`config.mk`:
```
export PLATFORM = sky130hd
export DESIGN_NAME = vji_dsky_bridge
export DESIGN_NICKNAME = d
export VERILOG_FILES = /design/src/rtl/vji_pkg.sv /design/src/rtl/vji_key_fifo.sv /design/src/rtl/vji_dsky_bridge.sv
export SDC_FILE = /design/constraint.sdc
export NUM_CORES = 1
export LEC_CHECK = 0
export BUFFER_PORTS_ARGS = -buffer_cell sky130_fd_sc_hd__buf_2
export CAP_MARGIN = 20
export CORE_UTILIZATION = 53
export CTS_BUF_LIST = sky130_fd_sc_hd__clkbuf_4
export DETAILED_ROUTE_END_ITERATION = 10
export GPL_ROUTABILITY_DRIVEN = 1
export HOLD_SLACK_MARGIN = 0.08
export PLACE_DENSITY = 0.9
export SLEW_MARGIN = 20
export SYNTH_ARGS = -nofsm -noshare
export SYNTH_HDL_FRONTEND = slang
export SYNTH_SLANG_ARGS = --single-unit
```
`constraint.sdc`:
```
create_clock -name clk -period 2.3 [get_ports clk]
set_input_delay 0.23 -clock clk [delete_from_list [all_inputs] [get_ports clk]]
set_output_delay 0.23 -clock clk [all_outputs]
set_load 0.01 [all_outputs]
```
`src/rtl/vji_pkg.sv`:
```
// Shared IR codes, IR type and STAT field layout for the virtual-JTAG DSKY bridge.
// Constants and helpers only; no latency or backpressure of its own.
package vji_pkg;

    typedef logic [2:0] vji_ir_t;

    localparam vji_ir_t IR_SEL  = 3'b001;
    localparam vji_ir_t IR_POP  = 3'b010;
    localparam vji_ir_t IR_KEY  = 3'b011;
    localparam vji_ir_t IR_STAT = 3'b100;
    localparam vji_ir_t IR_NOP  = 3'b111;

    localparam int PAR_CNT_W    = 8;
    localparam int STAT_CNT_OFS = 0;

    // The STAT word is {par_err_cnt, key_ovf, key_count} packed from bit 0 upward.
    function automatic int stat_ovf_ofs(input int cnt_w);
        return STAT_CNT_OFS + cnt_w;
    endfunction

    function automatic int stat_par_ofs(input int cnt_w);
        return stat_ovf_ofs(cnt_w) + 1;
    endfunction

    // Unlisted IR codes behave as NOP, so only the four real instructions shift.
    function automatic logic ir_shifts(input vji_ir_t ir);
        return (ir == IR_SEL) || (ir == IR_POP) || (ir == IR_KEY) || (ir == IR_STAT);
    endfunction

endpackage

```
`src/rtl/vji_key_fifo.sv`:
```
// Keycode FIFO with occupancy count; head reads 0 when empty.
// Head is visible the cycle after a push; a push when full is dropped unless a pop shares the cycle.
module vji_key_fifo #(
    parameter int KEY_W     = 5,
    parameter int KEY_DEPTH = 4
) (
    input  logic                               clk,
    input  logic                               reset_n,
    input  logic                               push,
    input  logic [KEY_W-1:0]                   push_data,
    input  logic                               pop,
    output logic [KEY_W-1:0]                   head,
    output logic                               empty,
    output logic [$clog2(KEY_DEPTH+1)-1:0]     count,
    output logic                               drop
);

    localparam int PTR_W = (KEY_DEPTH > 1) ? $clog2(KEY_DEPTH) : 1;
    localparam int CNT_W = $clog2(KEY_DEPTH + 1);

    logic [KEY_W-1:0] mem [KEY_DEPTH];
    logic [PTR_W-1:0] wr_ptr;
    logic [PTR_W-1:0] rd_ptr;
    logic             full;
    logic             pop_en;
    logic             push_en;

    assign empty   = (count == '0);
    assign full    = (count == CNT_W'(KEY_DEPTH));
    assign pop_en  = pop & ~empty;
    // A pop in the same cycle frees the slot, so a full FIFO can still accept the push.
    assign push_en = push & (~full | pop_en);
    assign drop    = push & full & ~pop_en;
    assign head    = empty ? '0 : mem[rd_ptr];

    always_ff @(posedge clk or negedge reset_n) begin
        if (!reset_n) begin
            wr_ptr <= '0;
            rd_ptr <= '0;
            count  <= '0;
        end else begin
            if (push_en) wr_ptr <= wr_ptr + PTR_W'(1);
            if (pop_en)  rd_ptr <= rd_ptr + PTR_W'(1);
            case ({push_en, pop_en})
                2'b10:   count <= count + CNT_W'(1);
                2'b01:   count <= count - CNT_W'(1);
                default: count <= count;
            endcase
        end
    end

    always_ff @(posedge clk) begin
        if (push_en) mem[wr_ptr] <= push_data;
    end

endmodule

```
`src/rtl/vji_dsky_bridge.sv`:
```
// Virtual-JTAG DSKY bridge: tap signals oversampled in clk; select/test, read-back and key FIFO (VJI_KEY_PARITY_EN adds key parity).
// tdo follows a tck edge within 4 clk; key FIFO pops on key_valid & key_ready and drops pushes when full.
module vji_dsky_bridge #(
    parameter int DATA_W    = 8,
    parameter int SEL_W     = 4,
    parameter int KEY_W     = 5,
    parameter int KEY_DEPTH = 4,
    parameter int N_RD      = 1
) (
    input  logic                           clk,
    input  logic                           reset_n,
    input  logic                           tck,
    input  logic                           tdi,
    input  logic [2:0]                     ir_in,
    input  logic                           cdr,
    input  logic                           sdr,
    input  logic                           udr,
    output logic                           tdo,
    input  logic [N_RD*DATA_W-1:0]         rd_data,
    output logic [SEL_W-1:0]               sel_out,
    output logic                           test_out,
    output logic [KEY_W-1:0]               key_data,
    output logic                           key_valid,
    input  logic                           key_ready,
    output logic                           key_ovf,
    output logic [$clog2(KEY_DEPTH+1)-1:0] key_count
);

    import vji_pkg::*;

    localparam int CNT_W   = $clog2(KEY_DEPTH + 1);
    localparam int OVF_OFS = stat_ovf_ofs(CNT_W);
`ifdef VJI_KEY_PARITY_EN
    localparam int STAT_W  = stat_par_ofs(CNT_W) + PAR_CNT_W;
`else
    localparam int STAT_W  = OVF_OFS + 1;
`endif
    localparam int SYNC_W  = 8;

    logic [SYNC_W-1:0] sync_q1;
    logic [SYNC_W-1:0] sync_q2;
    logic              tck_s, tdi_s, cdr_s, sdr_s, udr_s;
    vji_ir_t           ir_s;
    logic              tck_d, udr_d;
    logic              tck_rise, udr_rise;

    logic [DATA_W-1:0]        shreg;
    logic [DATA_W-1:0]        rd_sel;
    logic [STAT_W-1:0]        stat_raw;
    logic [STAT_W+DATA_W-1:0] stat_ext;
    logic [DATA_W-1:0]        stat_vec;
    logic                     stat_capture;
    logic                     key_push;
    logic                     key_drop;

    // All tap inputs share one two-stage chain so they stay aligned with the sampled tck.
    always_ff @(posedge clk or negedge reset_n) begin
        if (!reset_n) begin
            sync_q1 <= '0;
            sync_q2 <= '0;
            tck_d   <= 1'b0;
            udr_d   <= 1'b0;
        end else begin
            sync_q1 <= {tck, tdi, cdr, sdr, udr, ir_in};
            sync_q2 <= sync_q1;
            tck_d   <= tck_s;
            udr_d   <= udr_s;
        end
    end

    assign {tck_s, tdi_s, cdr_s, sdr_s, udr_s, ir_s} = sync_q2;
    assign tck_rise = tck_s & ~tck_d;
    assign udr_rise = udr_s & ~udr_d;

    always_comb begin
        rd_sel = '0;
        for (int k = 0; k < N_RD; k++) begin
            if (int'(sel_out) == k) rd_sel = rd_data[k*DATA_W +: DATA_W];
        end
    end

`ifdef VJI_KEY_PARITY_EN
    logic                 key_par_ok;
    logic                 par_err;
    logic [PAR_CNT_W-1:0] par_err_cnt;

    // Odd parity: the keycode plus its parity bit must hold an odd number of ones.
    assign key_par_ok = ^shreg[KEY_W:0];
    assign key_push   = udr_rise & (ir_s == IR_KEY) & key_par_ok;
    assign par_err    = udr_rise & (ir_s == IR_KEY) & ~key_par_ok;

    always_ff @(posedge clk or negedge reset_n) begin
        if (!reset_n) begin
            par_err_cnt <= '0;
        end else if (stat_capture) begin
            par_err_cnt <= par_err ? PAR_CNT_W'(1) : '0;
        end else if (par_err && (par_err_cnt != '1)) begin
            par_err_cnt <= par_err_cnt + PAR_CNT_W'(1);
        end
    end
`else
    assign key_push = udr_rise & (ir_s == IR_KEY);
`endif

    always_comb begin
        stat_raw = '0;
        stat_raw[STAT_CNT_OFS +: CNT_W] = key_count;
        stat_raw[OVF_OFS] = key_ovf;
`ifdef VJI_KEY_PARITY_EN
        stat_raw[stat_par_ofs(CNT_W) +: PAR_CNT_W] = par_err_cnt;
`endif
    end

    // Pad then slice so the status word is zero-extended or truncated to DATA_W alike.
    assign stat_ext     = {{DATA_W{1'b0}}, stat_raw};
    assign stat_vec     = stat_ext[DATA_W-1:0];
    assign stat_capture = tck_rise & cdr_s & (ir_s == IR_STAT);

    always_ff @(posedge clk or negedge reset_n) begin
        if (!reset_n) begin
            shreg <= '0;
        end else if (tck_rise) begin
            if (cdr_s) begin
                if (ir_s == IR_POP)       shreg <= rd_sel;
                else if (ir_s == IR_STAT) shreg <= stat_vec;
            end else if (sdr_s && ir_shifts(ir_s)) begin
                shreg <= {tdi_s, shreg[DATA_W-1:1]};
            end
        end
    end

    always_ff @(posedge clk or negedge reset_n) begin
        if (!reset_n) begin
            tdo      <= 1'b0;
            sel_out  <= '0;
            test_out <= 1'b0;
            key_ovf  <= 1'b0;
        end else begin
            tdo <= shreg[0];
            if (udr_rise && (ir_s == IR_SEL)) begin
                sel_out  <= shreg[SEL_W-1:0];
                test_out <= shreg[DATA_W-1];
            end
            // A drop in the capture cycle wins so an overflow is never lost to read-clear.
            if (key_drop)          key_ovf <= 1'b1;
            else if (stat_capture) key_ovf <= 1'b0;
        end
    end

    logic fifo_empty;

    vji_key_fifo #(
        .KEY_W     (KEY_W),
        .KEY_DEPTH (KEY_DEPTH)
    ) u_key_fifo (
        .clk       (clk),
        .reset_n   (reset_n),
        .push      (key_push),
        .push_data (shreg[KEY_W-1:0]),
        .pop       (key_ready),
        .head      (key_data),
        .empty     (fifo_empty),
        .count     (key_count),
        .drop      (key_drop)
    );

    assign key_valid = ~fifo_empty;

endmodule

```
After elaboration in Yosys (flattened, before gate mapping)
Memories as Yosys holds them, arrays and structs flattened.
Cells that the tools add are included.
{ "word_totals": {"ramBits": 20, "n_memories": 1, "reg_bits": 40, "wordCells": 62} }
{ "mem_list": {"columns": ["name", "words", "word_bits", "rd", "rd_clocked_by_memory_dff", "write_ports", "line_no", "source"], "rows": [
  ["u_key_fifo.mem", 4, 5, 1, 0, 1, "vji_key_fifo.sv:21", "logic [KEY_W-1:0] mem [KEY_DEPTH];"]
]} }
{ "classes": {"reduce_logical": 11, "n_bitwise": 15, "eq_ne": 8, "mux": 11, "add_sub_neg": 4} }
{ "op_table": {"columns": ["cell", "count"], "rows": [
  ["two-way mux 8 bit", 5],
  ["bitwise AND 1 bit", 9],
  ["equality test 3 x 2 -> 1 bit (second input constant)", 2],
  ["equality test 3 bit (second input constant)", 2],
  ["case mux 3 bit (2 select lines)", 1],
  ["nonzero test 2 bit", 3],
  ["two-way mux 5 bit", 1],
  ["NOT 1 bit", 5],
  ["adder 2 x 1 -> 2 bit (second input constant)", 2],
  ["zero test 4 bit", 1],
  ["two-way mux 1 bit", 4],
  ["adder 3 x 1 -> 3 bit (second input constant)", 1],
  ["equality test 3 x 1 -> 1 bit (second input constant)", 1],
  ["zero test 3 bit", 1],
  ["logical OR 1 bit", 3],
  ["inequality test 3 x 1 -> 1 bit (second input constant)", 1],
  ["AND reduction 3 bit", 1],
  ["subtractor 3 x 1 -> 3 bit (second input constant)", 1],
  ["equality test 2 x 1 -> 1 bit (second input constant)", 1],
  ["equality test 2 bit (second input constant)", 1],
  ["logical AND 1 bit", 2],
  ["OR 1 bit", 1]
]} }

Longest topological paths before layout
{ "logic_depth": {"word_depth": 7, "mapped_depth": 9} }

Hierarchy
A second synthesis with hierarchy kept.
{ "hier_totals": {"cells_unflattened": 179, "hier_area_um2": 2539.9} }
{ "by_module_without_submodules": {"columns": ["module", "instances", "cells_each", "area_each_um2", "seq_area_each_um2"], "rows": [
  ["vji_key_fifo", 1, 83, 1275.0, 775.7],
  ["vji_dsky_bridge", 1, 96, 1265.0, 825.8]
]} }

Least setup slack after synthesis
No wires, ideal clock.
{ "synth_timing": {"kind": "register to register", "startpoint": "reg u_key_fifo.count[0]", "endpoint": "reg u_key_fifo.count[2]", "n_path_buf": 2, "path_stages_with_launch": 10, "arrival_time_ns": 2.238, "period_less_slack_ns": 2.325, "slack_ns": -0.025, "required_time_ns": 2.213, "cell_sequence": "dfrtp_1 -> clkbuf_1 -> or3_1 -> clkbuf_1 -> nand2_1 -> nor2_1 -> fa_1 -> nand2b_1 -> o32a_1 -> o211ai_1"} }
{ "synth_between": {"elab_chain_cells": 7} }
{ "synth_rtl": {"columns": ["element", "line_no", "source"], "rows": [
  ["start: declaration", "vji_key_fifo.sv:14", "output logic [$clog2(KEY_DEPTH+1)-1:0] count,"],
  ["start signal: assignment", "vji_key_fifo.sv:45", "2'b10: count <= count + CNT_W'(1);"],
  ["start signal: assignment", "vji_key_fifo.sv:46", "2'b01: count <= count - CNT_W'(1);"],
  ["start signal: assignment", "vji_key_fifo.sv:47", "default: count <= count;"],
  ["zero test 3 bit (*)", "vji_key_fifo.sv:28", "assign empty = (count == '0);"],
  ["NOT 1 bit (*)", null, null],
  ["net key_valid", "vji_dsky_bridge.sv:23", "output logic key_valid,"],
  ["bitwise AND 1 bit (*)", "vji_key_fifo.sv:30", "assign pop_en = pop & ~empty;"],
  ["OR 1 bit", "vji_key_fifo.sv:32", "assign push_en = push & (~full | pop_en);"],
  ["bitwise AND 1 bit", "vji_key_fifo.sv:32", null],
  ["equality test 2 x 1 -> 1 bit or equality test 2 bit (tied branches)", "vji_key_fifo.sv:44", "case ({push_en, pop_en})"],
  ["case mux 3 bit (2 select lines) or nonzero test 2 bit (tied branches)", null, null]
]} }
The timed path passes the listed nets; every way through them passes the cells marked *.
A chain may end at the register's enable or synchronous reset.

Final worst setup path
{ "layout_timing": {"startpoint": "reg sync_q2[2]", "endpoint": "reg u_key_fifo.count[2]"} }
{ "layout_between": {"elab_chain_cells": 5} }
{ "layout_rtl": {"columns": ["element", "line_no", "source"], "rows": [
  ["start: declaration", "vji_dsky_bridge.sv:41", "logic [SYNC_W-1:0] sync_q2;"],
  ["start signal: assignment", "vji_dsky_bridge.sv:65", "sync_q2 <= sync_q1;"],
  ["equality test 3 x 2 -> 1 bit (*)", "vji_dsky_bridge.sv:102", "assign key_push = udr_rise & (ir_s == IR_KEY);"],
  ["bitwise AND 1 bit (*)", "vji_dsky_bridge.sv:102", null],
  ["bitwise AND 1 bit (*)", "vji_key_fifo.sv:32", null],
  ["equality test 2 x 1 -> 1 bit or equality test 2 bit (tied branches)", "vji_key_fifo.sv:44", null],
  ["case mux 3 bit (2 select lines) or nonzero test 2 bit (tied branches)", null, null]
]} }
Mark *: on every way between the ends. The rest lies on a longest branch, timed or not.

==> qor.tcl <==
set qor(drt-vias-per-instance) 5.48
set qor(drtIter0Drc) 77
set qor(grt_max_degree) 41
set qor(switching_share) 0.332
set qor(worstSkewPairLatency_ns) 0.40
set qor(cp.required_ns) 2.62
set qor(dpl.hpwl_um) 3000
set qor(routability_congestion_estimate) 0.835
set qor(place_inst) 254
set qor(critPathTopFamily) {simple AND/OR/NAND/NOR gates}
set qor(cp_cell_sequence) {and4bb_4, and2_1, nor2_1, fa_1, nand2b_1, o32a_1, o211ai_1}
set qor(io_buffer_count) 34
set qor(worst_setup_path_end_kind) {flip-flop}
set qor(fmaxAchievable_ghz) 0.474
set qor(start_kind) {flip-flop}
set qor(tightest_hold_check_type) {input pin to flip-flop}
set qor(area_delta_synth_final_pct) 18.2
set qor(mostFrequentLayoutCells) {40 x sky130_fd_sc_hd__dfrtp_1, 34 x sky130_fd_sc_hd__buf_2, 20 x sky130_fd_sc_hd__edfxtp_1}
set qor(setup_total_negative_slack_ns) 0
set qor(num_vias) 1530
set qor(finish.net_count) 246
set qor(synth-edff-count) 20
set qor(internal_power_mw) 2.02
set qor(crit_fanout) 7
set qor(num_io_pins) 35
set qor(n_antenna_cell) 0
set qor(power_frac_comb) 0.307
set qor(cts_inserted_buffers) 9
set qor(cp_slowest_stage_delay_ns) 0.43
set qor(postSynthRegisterBits) 60
set qor(layout-drive-gt1-share) 0.322
set qor(worstMarginPinSlew_ns) 0.875
set qor(run_status) {complete, no violations}
set qor(final.period_utilization) 0.917
set qor(synth_cells) 170
set qor(layout_min_cycle_time_ns) 2.11
set qor(p_per_area_nw_per_um2) 1030
set qor(synth_warnings) 0
set qor(design.die.area_um2) 4960
set qor(clock_tree.buffer_depth) 2
set qor(synth_area_per_cell_um2) 14.6
set qor(syn_nets) 194
set qor(die_h_um) 70.4
set qor(via_count_of_the_first_global_routing_pass) 1645
set qor(clock_power_share) 0.197
set qor(fin_worst_hold_slack_ns) 0.128
set qor(async_reset_ff_frac) 0.667
set qor(cts_sinks) 60
set qor(final_common_cell) {sky130_fd_sc_hd__dfrtp_1}
set qor(yosys_most_used_dff) {sky130_fd_sc_hd__dfrtp_1}
set qor(drt-pass1-iter-count) 4
set qor(ys_seq_area_frac) 0.646
set qor(number_of_antenna_violations_at_the_first_check_in_global_routing) 0
set qor(clk_pin_slew_ns) 0.11
set qor(n_fill_cell) 323
set qor(grt_first_pass_wirelength_um) 7510
set qor(post_synth_num_cell_types) 37
set qor(slew_violations) 0
set qor(power_mw) 3.03
set qor(multi_input_combinational_cell_area_um2) 811
set qor(netlist_area_um2) 2480
set qor(power.ir.vdd_worst_v) 0.000668
set qor(detailed_place.area_um2) 2730
set qor(setup_repair_after_global_routing_missed_its_margin) {false}
set qor(grt_usage) 0.205
set qor(clock_tree_from_tritoncts) {yes}
set qor(fp.coreArea_um2) 4410
set qor(power.net_switching_mw) 1.01
set qor(timing_worst_setup_path_type) {flip-flop to flip-flop}
set qor(crit_path_buf_inv_count) 0
set qor(std_cell_rows) 24
set qor(finalHoldViolCount) 0
set qor(pre_cts_ws_ns) 0.189
set qor(power.leakage_nw) 1.26
set qor(cts_max_level) 3
set qor(final_worst_slack_ns) 0.191
set qor(die_width_um) 70.4
set qor(postLayoutCellArea_um2) 2930
set qor(route.antenna.remaining_nets) 0
set qor(setup_violations) 0
set qor(timing.max_slew.rel_slack) 0.416
set qor(routed_wire_length_um) 4400
set qor(area.sequential_um2) 1600
set qor(arrival_ns) 2.43
set qor(power_frac_seq) 0.496
set qor(fin_util) 0.664
set qor(finalClockSkew_ns) 0.0144
set qor(critical-path-slowest-cell) {sky130_fd_sc_hd__dfrtp_1}
set qor(start_util) 0.562
set qor(drv_cap) 0
set qor(routed_wire_length_per_instance_um) 15.8
set qor(drcViolationCount) 0
set qor(clk_root_buffer_cell) {sky130_fd_sc_hd__clkbuf_4}
set qor(stdcell_count) 279
set qor(globalRoute.totalOverflow) 0
-- path summary, 6_finish.rpt --
| path | end | cells past startpoint | startpoint | slack, ns |
|---|---|---|---|---|
| min in group asynchronous | shreg[3]$_DFFE_PN0P_ | 2 | reset_n | 0.50 |
| max in group asynchronous | shreg[0]$_DFFE_PN0P_ | 2 | reset_n | 1.25 |
| worst min-delay path | shreg[3]$_DFFE_PN0P_ | 3 | rd_data[3] | 0.13 |
| worst max register to register | u_key_fifo.count[2]$_DFFE_PN0P_ | 7 | sync_q2[2]$_DFF_PN0_ | 0.19 |
| worst min register to register | sync_q2[4]$_DFF_PN0_ | 0 | sync_q1[4]$_DFF_PN0_ | 0.36 |
| worst max-delay path | u_key_fifo.count[2]$_DFFE_PN0P_ | 7 | sync_q2[2]$_DFF_PN0_ | 0.19 |
-- state kept, by name, indices dropped and copies added, names as in the netlist, 2 cells and up --
signal,flops
sel_out,4
shreg,8
sync_q1,8
sync_q2,8
u_key_fifo.count,3
u_key_fifo.mem,20
u_key_fifo.rd_ptr,2
u_key_fifo.wr_ptr,2
-- layer usage --
| layer | wire length (um) | vias up | track usage | part of all wire |
|---|---|---|---|---|
| met1 | 1890 | 752 | 0.249 | 0.43 |
| met4 | 110 | 0 | 0.107 | 0.025 |
| met2 | 2220 | 42 | 0.335 | 0.50 |
| met5 | 0 | - | 0 | 0 |
| met3 | 179 | 9 | 0.0519 | 0.041 |
| li1 | - | 727 | - | - |
-- power groups by stage --
| stage | registers [mW] | logic (mW) | clock network (mW) |
|---|---|---|---|
| global placement | 1.51 | 0.886 | 0 |
| floorplan | 1.49 | 0.608 | 0 |
| CTS | 1.50 | 0.938 | 0.609 |
| detailed placement | 1.53 | 0.920 | 0 |
| finish | 1.50 | 0.929 | 0.597 |
| global route | 1.54 | 1.03 | 0.654 |
-- cells in the mapped netlist (all sizes together) (4+ instances only) --
master | instances | area share
a21oi | 7 | 0.014
a22o | 5 | 0.018
and2 | 10 | 0.025
buf | 4 | 0.0076
clkbuf | 5 | 0.0076
dfrtp | 40 | 0.40
edfxtp | 20 | 0.24
ha | 4 | 0.020
inv | 9 | 0.014
mux2 | 10 | 0.045
mux2i | 4 | 0.016
mux4 | 5 | 0.045
nand2 | 6 | 0.0091
nand3 | 4 | 0.0081
nor2 | 5 | 0.0076
o2bb2ai | 4 | 0.014
xnor2 | 4 | 0.014
-- cell families after synthesis --
group                    count (synthesis)  synth area share
AO/OA/AOI/OAI                           26            0.0878
XOR/XNOR                                 5            0.0177
adder cells (fa/ha/maj)                  5            0.0283
buffers and inverters                   18            0.0288
flip-flops                              60             0.646
multiplexers                            19             0.107
AND/OR/NAND/NOR                         37            0.0848
-- final cells by class --
| class | count | share of cell area |
|---|---|---|
| clock buffer | 10 | 0.0256 |
| clock inverter | 6 | 0.0111 |
| inverter | 9 | 0.0115 |
| multi-input combinational | 92 | 0.277 |
| sequential | 60 | 0.546 |
| tap | 52 | 0.0222 |
| timing repair buffer | 50 | 0.107 |
-- worst reg2reg max path, stage by stage (launching register included) --
cell	delay, ns
sky130_fd_sc_hd__dfrtp_1	0.43
sky130_fd_sc_hd__and4bb_4	0.37
sky130_fd_sc_hd__and2_1	0.16
sky130_fd_sc_hd__nor2_1	0.06
sky130_fd_sc_hd__fa_1	0.40
sky130_fd_sc_hd__nand2b_1	0.18
sky130_fd_sc_hd__o32a_1	0.29
sky130_fd_sc_hd__o211ai_1	0.15
-- repair_timing --
item,4_1_cts,5_1_grt
hold buffers,9,0
endpoints found under the setup margin,0,1
gates resized for setup,0,1
hold endpoints to repair,48,0
setup buffers,0,0
(Power assumes the default switching activity.)
